===== config.mk =====
export PLATFORM = sky130hd
export DESIGN_NAME = adder_multicycle
export DESIGN_NICKNAME = d
export VERILOG_FILES = /design/src/rtl/adder_multicycle.sv
export SDC_FILE = /design/constraint.sdc
export NUM_CORES = 1
export LEC_CHECK = 0
export BUFFER_PORTS_ARGS = -buffer_cell sky130_fd_sc_hd__buf_2
export CORE_MARGIN = 2
export CORE_UTILIZATION = 49
export CTS_CLUSTER_SIZE = 30
export DETAILED_ROUTE_END_ITERATION = 10
export PLACE_DENSITY = 0.73
export SLEW_MARGIN = 30
export SYNTH_ARGS = -nofsm -noshare
export SYNTH_HDL_FRONTEND = slang
export SYNTH_SLANG_ARGS = --single-unit
export TNS_END_PERCENT = 1

===== constraint.sdc =====
create_clock -name clk -period 1.9 [get_ports clk]
set_input_delay 0.095 -clock clk [delete_from_list [all_inputs] [get_ports clk]]
set_output_delay 0.095 -clock clk [all_outputs]
set_load 0.03 [all_outputs]

===== src/rtl/adder_multicycle.sv =====
// Multi-cycle adder/subtractor: one SLICE-bit slice per clock, LSB first, with a registered inter-slice carry.
// Optional signed-overflow output is compiled in when ADDER_OVERFLOW_EN is defined.
module adder_multicycle #(
  parameter int unsigned WIDTH = 16,
  parameter int unsigned SLICE = 4
) (
  input  logic             clk,
  input  logic             rst_n,
  input  logic             inValid,
  output logic             outReady,
  input  logic [WIDTH-1:0] inA,
  input  logic [WIDTH-1:0] inB,
  input  logic             inCarry,
  input  logic             inSub,
  output logic             outValid,
  input  logic             inReady,
  output logic [WIDTH-1:0] outSum,
  output logic             outCarry,
  output logic             outOverflow
);

  localparam int unsigned N     = WIDTH / SLICE;
  localparam int unsigned IDX_W = (N > 1) ? $clog2(N) : 1;
  localparam logic [IDX_W-1:0] LAST_IDX = IDX_W'(N - 1);

  typedef enum logic [1:0] {
    IDLE = 2'd0,
    RUN  = 2'd1,
    DONE = 2'd2
  } state_e;

  state_e           state_q, state_d;
  logic [WIDTH-1:0] a_q, a_d;
  logic [WIDTH-1:0] b_q, b_d;
  logic             carry_q, carry_d;
  logic [IDX_W-1:0] idx_q, idx_d;
  logic [WIDTH-1:0] sum_q, sum_d;
  logic             cout_q, cout_d;
  logic             valid_q, valid_d;
  logic             ready_q, ready_d;

  // Slice adder: operands are shifted right each RUN cycle so the active slice is always at the bottom.
  logic [SLICE:0]   slice_ext_c;
  logic [SLICE-1:0] slice_sum_c;
  logic             slice_cout_c;

  assign slice_ext_c  = (SLICE+1)'(a_q[SLICE-1:0]) + (SLICE+1)'(b_q[SLICE-1:0]) + (SLICE+1)'(carry_q);
  assign slice_sum_c  = slice_ext_c[SLICE-1:0];
  assign slice_cout_c = slice_ext_c[SLICE];

`ifdef ADDER_OVERFLOW_EN
  logic ovf_q, ovf_d;
  logic slice_cin_msb_c;
  logic slice_ovf_c;

  // Carry into the slice MSB recovered from the MSB sum bit; only meaningful on the last slice.
  assign slice_cin_msb_c = a_q[SLICE-1] ^ b_q[SLICE-1] ^ slice_sum_c[SLICE-1];
  assign slice_ovf_c     = slice_cin_msb_c ^ slice_cout_c;
`endif

  // Next-state and datapath update
  always_comb begin
    state_d = state_q;
    a_d     = a_q;
    b_d     = b_q;
    carry_d = carry_q;
    idx_d   = idx_q;
    sum_d   = sum_q;
    cout_d  = cout_q;
`ifdef ADDER_OVERFLOW_EN
    ovf_d   = ovf_q;
`endif

    case (state_q)
      IDLE: begin
        if (inValid) begin
          state_d = RUN;
          a_d     = inA;
          b_d     = inSub ? ~inB : inB;
          carry_d = inCarry ^ inSub;
          idx_d   = '0;
        end
      end
      RUN: begin
        a_d     = a_q >> SLICE;
        b_d     = b_q >> SLICE;
        carry_d = slice_cout_c;
        sum_d   = (sum_q >> SLICE) | (WIDTH'(slice_sum_c) << (WIDTH - SLICE));
        idx_d   = idx_q + IDX_W'(1);
        if (idx_q == LAST_IDX) begin
          state_d = DONE;
          cout_d  = slice_cout_c;
`ifdef ADDER_OVERFLOW_EN
          ovf_d   = slice_ovf_c;
`endif
        end
      end
      DONE: begin
        if (inReady) begin
          state_d = IDLE;
        end
      end
      default: begin
        state_d = IDLE;
      end
    endcase

    valid_d = (state_d == DONE);
    ready_d = (state_d == IDLE);
  end

  always_ff @(posedge clk or negedge rst_n) begin
    if (!rst_n) begin
      state_q <= IDLE;
      a_q     <= '0;
      b_q     <= '0;
      carry_q <= 1'b0;
      idx_q   <= '0;
      sum_q   <= '0;
      cout_q  <= 1'b0;
      valid_q <= 1'b0;
      ready_q <= 1'b1;
    end else begin
      state_q <= state_d;
      a_q     <= a_d;
      b_q     <= b_d;
      carry_q <= carry_d;
      idx_q   <= idx_d;
      sum_q   <= sum_d;
      cout_q  <= cout_d;
      valid_q <= valid_d;
      ready_q <= ready_d;
    end
  end

`ifdef ADDER_OVERFLOW_EN
  always_ff @(posedge clk or negedge rst_n) begin
    if (!rst_n) begin
      ovf_q <= 1'b0;
    end else begin
      ovf_q <= ovf_d;
    end
  end

  assign outOverflow = ovf_q;
`else
  assign outOverflow = 1'b0;
`endif

  assign outReady = ready_q;
  assign outValid = valid_q;
  assign outSum   = sum_q;
  assign outCarry = cout_q;

endmodule


==> flow_metrics.env <==
export IMPL_result_of_the_run="finished, final reports clean"
export IMPL_syn_area_per_cell_um2=10.0
export IMPL_finClkSkew_ns=0.00741
export IMPL_worst_slew_margin_rel_pct=64.3
export IMPL_grt_start_max_net_pins=57
export IMPL_place_detailed_instances=380
export IMPL_drc=0
export IMPL_gr_usage_all_layers_pct=19.7
export IMPL_synth_area_leaders="sky130_fd_sc_hd__dfrtp_1, sky130_fd_sc_hd__nand2_1, sky130_fd_sc_hd__xnor2_1"
export IMPL_worst_ep_arrival_time_ns=1.97
export IMPL_dp_hpwl_um=3660
export IMPL_tns_ns=0
export IMPL_post_synthesis_compound_gate_area_fraction_pct=9.86
export IMPL_worst_r2r_setup_slack_ns=0.11
export IMPL_cp_class="reg2reg"
export IMPL_synth_cell_area_um2=2670
export IMPL_dr_first_iter_drc_count=140
export IMPL_r2r_start="a_q[0]$_DFFE_PN0P_"
export IMPL_layoutNonFillerInstCount=400
export IMPL_synth_xor_area_share_pct=5.92
export IMPL_cts_inserted_buffers=5
export IMPL_clkLatencyLatePin_ns=0.31
export IMPL_antennaDiodeCount=0
export IMPL_yosys_area_share_simple_pct=22.9
export IMPL_dominant_combinational_cell_family_by_area_after_synthesis="simple AND/OR/NAND/NOR gates"
export IMPL_min_delay_start="inA[4]"
export IMPL_ys_ff_latch=56
export IMPL_cp_data_required_time_ns=2.08
export IMPL_fin_worst_setup_slack_ns=0.107
export IMPL_worstPathMaxFanout=2
export IMPL_worstMarginPinSlew_ns=0.535
export IMPL_net_count_final=373
export IMPL_core_rowCount=26
export IMPL_yosys_area_top_type="sky130_fd_sc_hd__dfrtp_1"
export IMPL_tritoncts_num_sinks=56
export IMPL_cts_htree_levels=2
export IMPL_grt_antenna_before_repair=0
export IMPL_synth_net_count=310
export IMPL_worstSetupStartpointType="register"
export IMPL_vias=2078
export IMPL_cp_end_kind="register"
export IMPL_design_core_area_um2=5170
export IMPL_route_antenna_remaining_nets=0
export IMPL_drt_first_pass_iters=4
export IMPL_syn2layout_area_growth_pct=20.0
export IMPL_grt_pass1_wl_um=9430
export IMPL_layout_filler_cells=460
export IMPL_critical_path_slowest_cell="sky130_fd_sc_hd__dfrtp_1"
export IMPL_cts_repair_timing_setup_buffer_count=0
export IMPL_hp_class="in2reg"
export IMPL_power_ir_vdd_worst_mv=0.681
export IMPL_clock_tree_root_cell="sky130_fd_sc_hd__clkbuf_8"
export IMPL_overflow=0
export IMPL_buffer_depth_of_the_longest_clock_path=2
export IMPL_ys_types=33
export IMPL_grt_setup_unrepaired="false"
export IMPL_routabilityCongestion=0.757
export IMPL_routed_wirelength_um=5460
export IMPL_post_drt_via_cell_ratio=5.20
export IMPL_drv_cap=0
export IMPL_post_route_cells_drive_above_1_share_pct=27.0
export IMPL_synthMuxAreaShare_pct=0
export IMPL_power_per_cell_area_nw_per_um2=1680
export IMPL_routed_wire_length_per_instance_um=13.7
export IMPL_final_max_slew_violation_count=0
export IMPL_worstPathCellList="fa_2 -> fa_2 -> a21o_1 -> a21oi_1 -> a31oi_1"
export IMPL_setup_violations_final=0
export IMPL_grt_pass1_vias=1948
export IMPL_fp_dieW_um=77.8
export IMPL_max_stage_delay_ns=0.42
export IMPL_cpMostUsedCell="sky130_fd_sc_hd__fa_2"
export IMPL_die_h_um=77.8
export IMPL_synth_top_cell_area_share_pct=51.6
export IMPL_fmaxAchievable_ghz=0.558
export IMPL_min_period_over_period_pct=94.4
export IMPL_post_place_ws_ns=0.0123
export IMPL_synth_fa_ha_area_share_pct=3.38
export IMPL_synth_seq_area_share_pct=52.6
export IMPL_die_area_um2=6050
export IMPL_hold_slack_ns=0.00582
export IMPL_start_util_pct=51.5
export IMPL_layout_min_cycle_time_ns=1.79
export IMPL_tritoncts="done"
export IMPL_power_leakage_nw=1.59
export IMPL_top_level_ports=58
export IMPL_report_final_hold_viol_count=0
export IMPL_clk_transition_reported_paths_ns=0.10
export IMPL_yosys_warnings=0
export IMPL_critPathLaunch="a_q[0]$_DFFE_PN0P_"
export IMPL_synth_cells=266
export IMPL_port_buffers=56
==> state kept, by name (all words and copies together), names as in the netlist <==
signal,cells
state_q,2
outCarry,1
outReady,1
outValid,1
outSum,16
carry_q,1
b_q,16
idx_q,2
a_q,16
==> synthesized netlist by cell type <==
master / instances
sky130_fd_sc_hd__or3_1: 1
sky130_fd_sc_hd__a21oi_1: 3
sky130_fd_sc_hd__nor2_1: 13
sky130_fd_sc_hd__nor4bb_1: 2
sky130_fd_sc_hd__nand3_2: 6
sky130_fd_sc_hd__buf_2: 12
sky130_fd_sc_hd__inv_1: 1
sky130_fd_sc_hd__a221oi_2: 1
sky130_fd_sc_hd__xnor2_1: 18
sky130_fd_sc_hd__fa_1: 2
sky130_fd_sc_hd__nand3_1: 27
sky130_fd_sc_hd__a31oi_1: 1
sky130_fd_sc_hd__clkbuf_1: 1
sky130_fd_sc_hd__nand2_1: 79
sky130_fd_sc_hd__nand2b_1: 1
sky130_fd_sc_hd__a21boi_0: 1
sky130_fd_sc_hd__a221o_1: 12
sky130_fd_sc_hd__a22o_1: 2
sky130_fd_sc_hd__buf_4: 2
sky130_fd_sc_hd__dfrtp_1: 55
sky130_fd_sc_hd__nor2b_1: 2
sky130_fd_sc_hd__conb_1: 1
sky130_fd_sc_hd__or3b_4: 1
sky130_fd_sc_hd__o211ai_1: 1
sky130_fd_sc_hd__nor3b_2: 1
sky130_fd_sc_hd__o21ai_2: 4
sky130_fd_sc_hd__dfstp_2: 1
sky130_fd_sc_hd__buf_6: 5
sky130_fd_sc_hd__o21bai_1: 1
sky130_fd_sc_hd__a21o_1: 1
sky130_fd_sc_hd__ha_1: 4
sky130_fd_sc_hd__o21ai_0: 3
sky130_fd_sc_hd__a221oi_1: 1
==> repair_timing <==
item / in CTS / in global routing
hold buffers: 12 / 0
setup endpoints to repair: 1 / 2
pin swaps: 0 / 0
hold endpoints to repair: 66 / 0
resized for setup: 1 / 1
==> layout make-up <==
type | count | area, um^2 | area share [%]
tap | 70 | 87.6 | 2.74
multi-input combinational | 189 | 1140 | 35.6
sequential | 56 | 1400 | 43.8
timing repair buffer | 76 | 473 | 14.8
clock buffer | 7 | 86.3 | 2.70
clock inverter | 1 | 7.51 | 0.235
inverter | 1 | 3.75 | 0.117
==> critical path, delay by kind of cell, from the launching register on <==
| family | cells | cell delay (ns) |
|---|---|---|
| fa+ha+maj | 2 | 0.77 |
| flops | 1 | 0.42 |
| compound gates | 3 | 0.48 |
==> logic make-up after synthesis <==
family | count (synthesis)
fa+ha+maj | 6
compound gates | 31
flops | 56
xor+xnor | 18
simple gates | 133
buf+inv | 21
other cells | 1
==> path summary, 6_finish.rpt <==
path,endpoint,depth (start not counted)
max in group asynchronous,outReady$_DFF_PN1_,3
min in group asynchronous,b_q[1]$_DFFE_PN0P_,3
setup / recovery,outCarry$_DFFE_PN0P_,5
hold reg to reg,outSum[1]$_DFFE_PN0P_,2
hold / removal,a_q[4]$_DFFE_PN0P_,3
setup reg to reg,outCarry$_DFFE_PN0P_,5
==> power breakdown <==
part	switching, mW	internal [mW]
clock	0.371	0.297
sequential	0.380	1.74
combinational	1.60	0.992
==> routing by layer <==
layer	up-vias	GRT usage, %	part of all wire, %
met5	-	0	0
met4	0	7.50	2.1
met3	9	3.14	3.7
met2	50	31.9	48
met1	1007	26.8	46
li1	1012	-	-
==> cells in the final DEF, fill, tap and decap left out <==
master	instances
sky130_fd_sc_hd__buf_2	56
sky130_fd_sc_hd__buf_4	7
sky130_fd_sc_hd__nor2b_4	1
sky130_fd_sc_hd__fa_2	2
sky130_fd_sc_hd__a21o_1	1
sky130_fd_sc_hd__a21boi_0	1
sky130_fd_sc_hd__ha_1	4
sky130_fd_sc_hd__nor2b_1	1
sky130_fd_sc_hd__clkbuf_1	1
sky130_fd_sc_hd__inv_1	1
sky130_fd_sc_hd__o21ai_0	3
sky130_fd_sc_hd__a31oi_1	1
sky130_fd_sc_hd__o211ai_1	1
sky130_fd_sc_hd__a221o_1	12
sky130_fd_sc_hd__dfrtp_1	55
sky130_fd_sc_hd__nor2_1	13
sky130_fd_sc_hd__buf_12	1
sky130_fd_sc_hd__nor3b_2	1
sky130_fd_sc_hd__nand2_1	79
sky130_fd_sc_hd__nor4bb_1	2
sky130_fd_sc_hd__a22o_1	2
sky130_fd_sc_hd__o21bai_1	1
sky130_fd_sc_hd__a21oi_1	3
sky130_fd_sc_hd__a221oi_2	1
sky130_fd_sc_hd__dfstp_2	1
sky130_fd_sc_hd__xnor2_1	18
sky130_fd_sc_hd__or3b_4	1
sky130_fd_sc_hd__conb_1	1
sky130_fd_sc_hd__o21ai_2	4
sky130_fd_sc_hd__clkinvlp_4	1
sky130_fd_sc_hd__or3_1	1
sky130_fd_sc_hd__clkbuf_8	6
sky130_fd_sc_hd__dlygate4sd3_1	12
sky130_fd_sc_hd__nand3_2	6
sky130_fd_sc_hd__a221oi_1	1
sky130_fd_sc_hd__nand2b_2	1
sky130_fd_sc_hd__nand3_1	27
==> metrics by stage <==
step / instance area [um^2] / power, mW / util, %
2_1_floorplan: 2670 / 4.07 / -
3_3_place_gp: 2980 / 4.62 / 57.6
3_5_place_dp: 2980 / 4.72 / 57.6
4_1_cts: 3200 / 5.43 / 61.8
5_1_grt: 3200 / 5.85 / 61.9
6_report: 3200 / 5.38 / 61.9
Power figures use the tool's default switching activity.
